==> src/rtl/video_down_scaler_v1_5_ctrl_master.sv <==
// AXI4-Lite initiator that programs the down-scaler CTRL block for one frame:
// geometry and logo writes, run, poll for done, then a control reset write.
module video_down_scaler_v1_5_ctrl_master #(
  parameter int unsigned CTRL_AXI_DATA_WIDTH = 32,
  parameter int unsigned CTRL_AXI_ADDR_WIDTH = 8,
  parameter int unsigned POLL_GAP            = 16,
  parameter int unsigned POLL_LIMIT          = 1024
) (
  input  logic                             M_AXI_ACLK,
  input  logic                             M_AXI_ARESET,
  input  logic                             start,
  input  logic [4*CTRL_AXI_DATA_WIDTH-1:0] cfg_dims,
  input  logic [4*CTRL_AXI_DATA_WIDTH-1:0] cfg_logo,
  input  logic                             cfg_logo_valid,
  output logic                             busy,
  output logic                             done,
  output logic                             error,
  output logic [CTRL_AXI_DATA_WIDTH-1:0]   status,
  output logic [CTRL_AXI_ADDR_WIDTH-1:0]   M_AXI_AWADDR,
  output logic                             M_AXI_AWVALID,
  input  logic                             M_AXI_AWREADY,
  output logic [CTRL_AXI_DATA_WIDTH-1:0]   M_AXI_WDATA,
  output logic                             M_AXI_WVALID,
  input  logic                             M_AXI_WREADY,
  input  logic [1:0]                       M_AXI_BRESP,
  input  logic                             M_AXI_BVALID,
  output logic                             M_AXI_BREADY,
  output logic [CTRL_AXI_ADDR_WIDTH-1:0]   M_AXI_ARADDR,
  output logic                             M_AXI_ARVALID,
  input  logic                             M_AXI_ARREADY,
  input  logic [CTRL_AXI_DATA_WIDTH-1:0]   M_AXI_RDATA,
  input  logic                             M_AXI_RVALID,
  output logic                             M_AXI_RREADY
);

  localparam int unsigned DW = CTRL_AXI_DATA_WIDTH;
  localparam int unsigned AW = CTRL_AXI_ADDR_WIDTH;
  localparam int unsigned PW = $clog2(POLL_LIMIT + 1);
  localparam int unsigned GW = (POLL_GAP > 1) ? $clog2(POLL_GAP) : 1;

  typedef enum logic [2:0] {
    S_IDLE, S_WR, S_WR_RESP, S_RD, S_RD_DATA, S_GAP
  } state_t;

  state_t            state;
  logic [3:0]        step;
  logic [PW-1:0]     poll_cnt;
  logic [GW-1:0]     gap_cnt;
  logic              aw_ok;
  logic              w_ok;
  logic [4*DW-1:0]   dims_q;
  logic [4*DW-1:0]   logo_q;
  logic              logo_valid_q;

  // Status reads always target the control register at offset 0.
  assign M_AXI_ARADDR = '0;

  function automatic logic [AW-1:0] step_addr(input logic [3:0] s);
    logic [AW-1:0] r;
    case (s)
      4'd0:    r = AW'(8'h04);
      4'd1:    r = AW'(8'h08);
      4'd2:    r = AW'(8'h0C);
      4'd3:    r = AW'(8'h10);
      4'd4:    r = AW'(8'h24);
      4'd5:    r = AW'(8'h28);
      4'd6:    r = AW'(8'h2C);
      4'd7:    r = AW'(8'h30);
      default: r = '0;
    endcase
    return r;
  endfunction

  function automatic logic [DW-1:0] step_data(input logic [3:0] s);
    logic [DW-1:0] r;
    case (s)
      4'd0:    r = dims_q[0*DW +: DW];
      4'd1:    r = dims_q[1*DW +: DW];
      4'd2:    r = dims_q[2*DW +: DW];
      4'd3:    r = dims_q[3*DW +: DW];
      4'd4:    r = logo_q[0*DW +: DW];
      4'd5:    r = logo_q[1*DW +: DW];
      4'd6:    r = logo_q[2*DW +: DW];
      4'd7:    r = logo_q[3*DW +: DW];
      4'd8:    r = DW'({logo_valid_q, 3'b001});
      default: r = DW'(2);
    endcase
    return r;
  endfunction

  // Sequencer: one AXI-Lite transaction outstanding at a time.
  always_ff @(posedge M_AXI_ACLK) begin
    if (M_AXI_ARESET) begin
      state         <= S_IDLE;
      step          <= '0;
      poll_cnt      <= '0;
      gap_cnt       <= '0;
      aw_ok         <= 1'b0;
      w_ok          <= 1'b0;
      dims_q        <= '0;
      logo_q        <= '0;
      logo_valid_q  <= 1'b0;
      busy          <= 1'b0;
      done          <= 1'b0;
      error         <= 1'b0;
      status        <= '0;
      M_AXI_AWADDR  <= '0;
      M_AXI_AWVALID <= 1'b0;
      M_AXI_WDATA   <= '0;
      M_AXI_WVALID  <= 1'b0;
      M_AXI_BREADY  <= 1'b0;
      M_AXI_ARVALID <= 1'b0;
      M_AXI_RREADY  <= 1'b0;
    end else begin
      done <= 1'b0;
      case (state)
        S_IDLE: begin
          if (start) begin
            dims_q        <= cfg_dims;
            logo_q        <= cfg_logo;
            logo_valid_q  <= cfg_logo_valid;
            busy          <= 1'b1;
            error         <= 1'b0;
            step          <= '0;
            poll_cnt      <= '0;
            aw_ok         <= 1'b0;
            w_ok          <= 1'b0;
            M_AXI_AWADDR  <= AW'(8'h04);
            M_AXI_WDATA   <= cfg_dims[DW-1:0];
            M_AXI_AWVALID <= 1'b1;
            M_AXI_WVALID  <= 1'b1;
            state         <= S_WR;
          end
        end
        S_WR: begin
          if (M_AXI_AWVALID && M_AXI_AWREADY) begin
            M_AXI_AWVALID <= 1'b0;
            aw_ok         <= 1'b1;
          end
          if (M_AXI_WVALID && M_AXI_WREADY) begin
            M_AXI_WVALID <= 1'b0;
            w_ok         <= 1'b1;
          end
          if ((aw_ok || (M_AXI_AWVALID && M_AXI_AWREADY)) &&
              (w_ok  || (M_AXI_WVALID  && M_AXI_WREADY))) begin
            aw_ok        <= 1'b0;
            w_ok         <= 1'b0;
            M_AXI_BREADY <= 1'b1;
            state        <= S_WR_RESP;
          end
        end
        S_WR_RESP: begin
          if (M_AXI_BVALID) begin
            M_AXI_BREADY <= 1'b0;
            if (M_AXI_BRESP != 2'b00) begin
              error <= 1'b1;
              busy  <= 1'b0;
              state <= S_IDLE;
            end else if (step == 4'd9) begin
              done  <= 1'b1;
              busy  <= 1'b0;
              state <= S_IDLE;
            end else if (step == 4'd8) begin
              poll_cnt      <= '0;
              M_AXI_ARVALID <= 1'b1;
              state         <= S_RD;
            end else begin
              step          <= step + 4'd1;
              M_AXI_AWADDR  <= step_addr(step + 4'd1);
              M_AXI_WDATA   <= step_data(step + 4'd1);
              M_AXI_AWVALID <= 1'b1;
              M_AXI_WVALID  <= 1'b1;
              state         <= S_WR;
            end
          end
        end
        S_RD: begin
          if (M_AXI_ARREADY) begin
            M_AXI_ARVALID <= 1'b0;
            M_AXI_RREADY  <= 1'b1;
            state         <= S_RD_DATA;
          end
        end
        S_RD_DATA: begin
          if (M_AXI_RVALID) begin
            M_AXI_RREADY <= 1'b0;
            status       <= M_AXI_RDATA;
            poll_cnt     <= poll_cnt + PW'(1);
            if (M_AXI_RDATA[2]) begin
              step          <= 4'd9;
              M_AXI_AWADDR  <= '0;
              M_AXI_WDATA   <= DW'(2);
              M_AXI_AWVALID <= 1'b1;
              M_AXI_WVALID  <= 1'b1;
              state         <= S_WR;
            end else if (poll_cnt + PW'(1) == PW'(POLL_LIMIT)) begin
              error <= 1'b1;
              busy  <= 1'b0;
              state <= S_IDLE;
            end else if (POLL_GAP == 0) begin
              M_AXI_ARVALID <= 1'b1;
              state         <= S_RD;
            end else begin
              gap_cnt <= '0;
              state   <= S_GAP;
            end
          end
        end
        S_GAP: begin
          if (gap_cnt == GW'(POLL_GAP - 1)) begin
            M_AXI_ARVALID <= 1'b1;
            state         <= S_RD;
          end else begin
            gap_cnt <= gap_cnt + GW'(1);
          end
        end
        default: state <= S_IDLE;
      endcase
    end
  end

endmodule
==> config.mk <==
export PLATFORM = sky130hd
export DESIGN_NAME = video_down_scaler_v1_5_ctrl_master
export DESIGN_NICKNAME = d
export VERILOG_FILES = /design/src/rtl/video_down_scaler_v1_5_ctrl_master.sv
export SDC_FILE = /design/constraint.sdc
export NUM_CORES = 1
export LEC_CHECK = 0
export ABC_AREA = 1
export ABC_CLOCK_PERIOD_IN_PS = 4200
export CAP_MARGIN = 40
export CORE_ASPECT_RATIO = 1.5
export CORE_MARGIN = 2
export CORE_UTILIZATION = 43
export DETAILED_ROUTE_END_ITERATION = 6
export PLACE_DENSITY = 0.79
export SYNTH_ARGS = -nofsm -noshare
export SYNTH_HDL_FRONTEND = slang
export SYNTH_SLANG_ARGS = --single-unit
==> constraint.sdc <==
create_clock -name M_AXI_ACLK -period 4.2 [get_ports M_AXI_ACLK]
set_clock_uncertainty 0.05 [all_clocks]
set_input_delay 0.84 -clock M_AXI_ACLK [delete_from_list [all_inputs] [get_ports M_AXI_ACLK]]
set_output_delay 0.84 -clock M_AXI_ACLK [all_outputs]
set_load 0.1 [all_outputs]
==> impl_metrics.tcl <==
set metrics [dict create \
    status "finished clean" \
    max_freq_mhz 342 \
    cts_root_buf "clkbuf_16" \
    mostFrequentLayoutCells "511 x nand2_1, 372 x clkdlybuf4s50_1, 357 x dfxtp_1" \
    area_delta_synth_final_pct 42.0 \
    critPathLaunch "step[0]" \
    crit_family "simple AND/OR/NAND/NOR gates" \
    path_max_fanout 20 \
    hold_slack_ps 396 \
    min_period_ps 2920 \
    clock_sinks 357 \
    crit_arrival_ps 3320 \
    routed_wl_mm 62.7 \
    cp_slowest_cell "nand2_1" \
    drive_gt1_frac 0.0679 \
    final_cells 3089 \
    hold_viol_final 0 \
    cts_max_level 2 \
    via_per_inst 5.48 \
    placed_area_mm2 0.0209 \
    io_pins 387 \
    p_leak_uw 0.00856 \
    finalPower_uw 12700 \
    seq_power_share 0.352 \
    min_to "logo_q[69]" \
    synth_edf_count 0 \
    final_common_cell "nand2_1" \
    fin_crit_sh 0.696 \
    grt_max_degree 100 \
    drc 0 \
    die_w_um 159 \
    timing.rr.end "M_AXI_WDATA[11]" \
    drt_first_iter_violations 1648 \
    worstSetupPathType "flip-flop to flip-flop" \
    clk_path_buf_depth 3 \
    dp_cells 3029 \
    switching_share 0.407 \
    row_count 85 \
    synth_ff_type "dfxtp_1" \
    path_buf_inv 1 \
    synth_top_area_share 0.462 \
    max_stage_delay_ps 510 \
    cp-end-kind "flip-flop" \
    ys_async_sr_fraction 0 \
    initial_utilization 0.434 \
    avgRoutedWirePerCell_um 20.3 \
    tns_ps 0 \
    p_clk_frac 0.238 \
    fin_nets 2896 \
    grt_overflow 0 \
    ys_seq_area_frac 0.462 \
    hpwl_mm 45.9 \
    ys_seq_elements 357 \
    r2r_slack_ps 1280 \
    vias 16900 \
    yosysTopAreaCell "dfxtp_1" \
    grt_pass1_vias 16700 \
    synthTopCellsByArea "dfxtp_1 46%, nand2_1 12%, a21oi_1 11%" \
    clk_pin_slew_ps 60 \
    cts_hold_buffers 0 \
    fillers 3071 \
    antenna_found_initial 8 \
    relSlewSlack 0.381 \
    cpMostUsedCell "nand2_1" \
    syn_inst 2223 \
    crit_chain "ha_1 > xor2_1 > inv_1 > nor2_4 > nand2_1 > o21ai_0 > nor2_1 > nand2_1 > nand2_1 > a21oi_1" \
    reg2reg_depth 10 \
    fin_area_mm2 0.0219 \
    power_switching_uw 5170 \
    netlist_area_mm2 0.0155 \
    hold_depth 2 \
    antenna_left 0 \
    max_slew.worst_pin.slew_ps 928 \
    grt_pass1_wl_mm 94.0 \
    ys_types 31 \
    pwr-share-comb 0.410 \
    setup_viol 0 \
    crit_path_start_kind "flip-flop" \
    reg2reg_from "step[0]" \
    crit_required_ps 4600 \
    numCtsBuffers 35 \
    worst_ir_drop_vdd_mv 0.623 \
    die_area_mm2 0.0375 \
    maxCapViolations 0 \
    track_usage 0.321 \
    drv_slew 0 \
    pwr_density_cell_mw_per_mm2 579 \
    firstDrtPassIters 6 \
    hp-class "flip-flop to flip-flop" \
    syn_avg_cell_area_um2 6.95 \
    gp_congestion 0.942 \
    core_region_area_mm2 0.0356 \
    port_buffers 374 \
    fp.dieH_um 236 \
    hp-start "logo_q[69]" \
    p_int_uw 7540 \
    clk_latency_ps 540 \
    cts_tree "done" \
    postCtsSetupBuffers 0 \
    ys_warn_count 0 \
    grt_setup_unrepaired "no" \
    post_cts_resized 0 \
]
state kept, by name (all words and copies together) (netlist names), 3 cells and up:
register and cells:
dims_q 128, logo_q 128, M_AXI_WDATA 32, status 32, poll_cnt 11, M_AXI_AWADDR 4, gap_cnt 4, step 4
state 3
cell type report:
type	count	area, um2	share of cell area
sequential	357	7150	0.326
antenna	6	15.0	0.000684
clock buffer	50	992	0.0452
clock inverter	4	51.3	0.00234
timing repair buffer	486	5460	0.249
multi-input combinational	1566	7140	0.325
tap	478	598	0.0273
inverter	142	538	0.0245
stage by stage:
stage               setup slack [ps]  utilization
floorplan                       2030            -
global placement                1410        0.546
detailed placement              1300        0.586
CTS                             1280        0.615
global route                    1040        0.616
finish                          1280        0.616
worst reg2reg max path, delay by kind of cell, from the launching register on:
| kind | cells | cell delay, ps |
|---|---|---|
| simple gates | 5 | 1040 |
| compound gates | 2 | 610 |
| flops | 1 | 450 |
| xor+xnor | 1 | 330 |
| fa+ha+maj | 1 | 210 |
| buf+inv | 1 | 160 |
logic make-up after synthesis:
logic type      count (synthesis)  share of synthesized area
compound gates                632                      0.206
xor+xnor                        5                    0.00332
fa+ha+maj                       9                    0.00729
buf+inv                       311                     0.0802
flops                         357                      0.462
other cells                     1                   0.000243
simple gates                  908                      0.240
power groups by stage:
| stage | Combinational, uW | Sequential, uW | Clock, uW |
|---|---|---|---|
| detailed placement | 5140 | 4530 | 0 |
| floorplan | 2110 | 5420 | 0 |
| global route | 5510 | 4530 | 3170 |
| finish | 5210 | 4480 | 3020 |
| global placement | 4450 | 4520 | 0 |
| CTS | 5170 | 4460 | 3040 |
synth_stat cells (2+ instances only):
cell	instances
a21oi_1	353
o21bai_1	2
a22oi_1	3
o21ai_0	259
o21ai_1	8
clkbuf_1	128
nand4_1	6
o22ai_1	2
buf_4	14
buf_2	16
nand3_1	189
nor4_1	3
a31oi_1	4
dfxtp_1	357
nor2_1	184
ha_1	9
nand2_1	512
nand3b_1	3
xor2_1	3
buf_1	11
or2_2	4
inv_1	141
nor2_2	3
nor3_1	2
metal layers:
| metal | share of wire | up-vias | track usage | routed length (um) |
|---|---|---|---|---|
| met5 | 0.00018 | - | 0 | 11 |
| met4 | 0.075 | 2 | 0.225 | 4690 |
| met3 | 0.076 | 201 | 0.0600 | 4780 |
| met2 | 0.49 | 872 | 0.552 | 30700 |
| met1 | 0.36 | 7838 | 0.357 | 22600 |
| li1 | - | 8007 | - | - |
how the worst max path moves through the flow:
stage | end | slack [ps] | depth (start not counted)
4_1_cts | M_AXI_WDATA[11] | 1280 | 10
5_1_grt | M_AXI_WDATA[0] | 1040 | 11
3_5_place_dp | M_AXI_WDATA[0] | 1300 | 11
3_3_place_gp | status[10] | 1410 | 7
6_report | M_AXI_WDATA[11] | 1280 | 10
2_1_floorplan | logo_q[100] | 2030 | 6
Note: power is estimated with default switching activity, not from simulation.
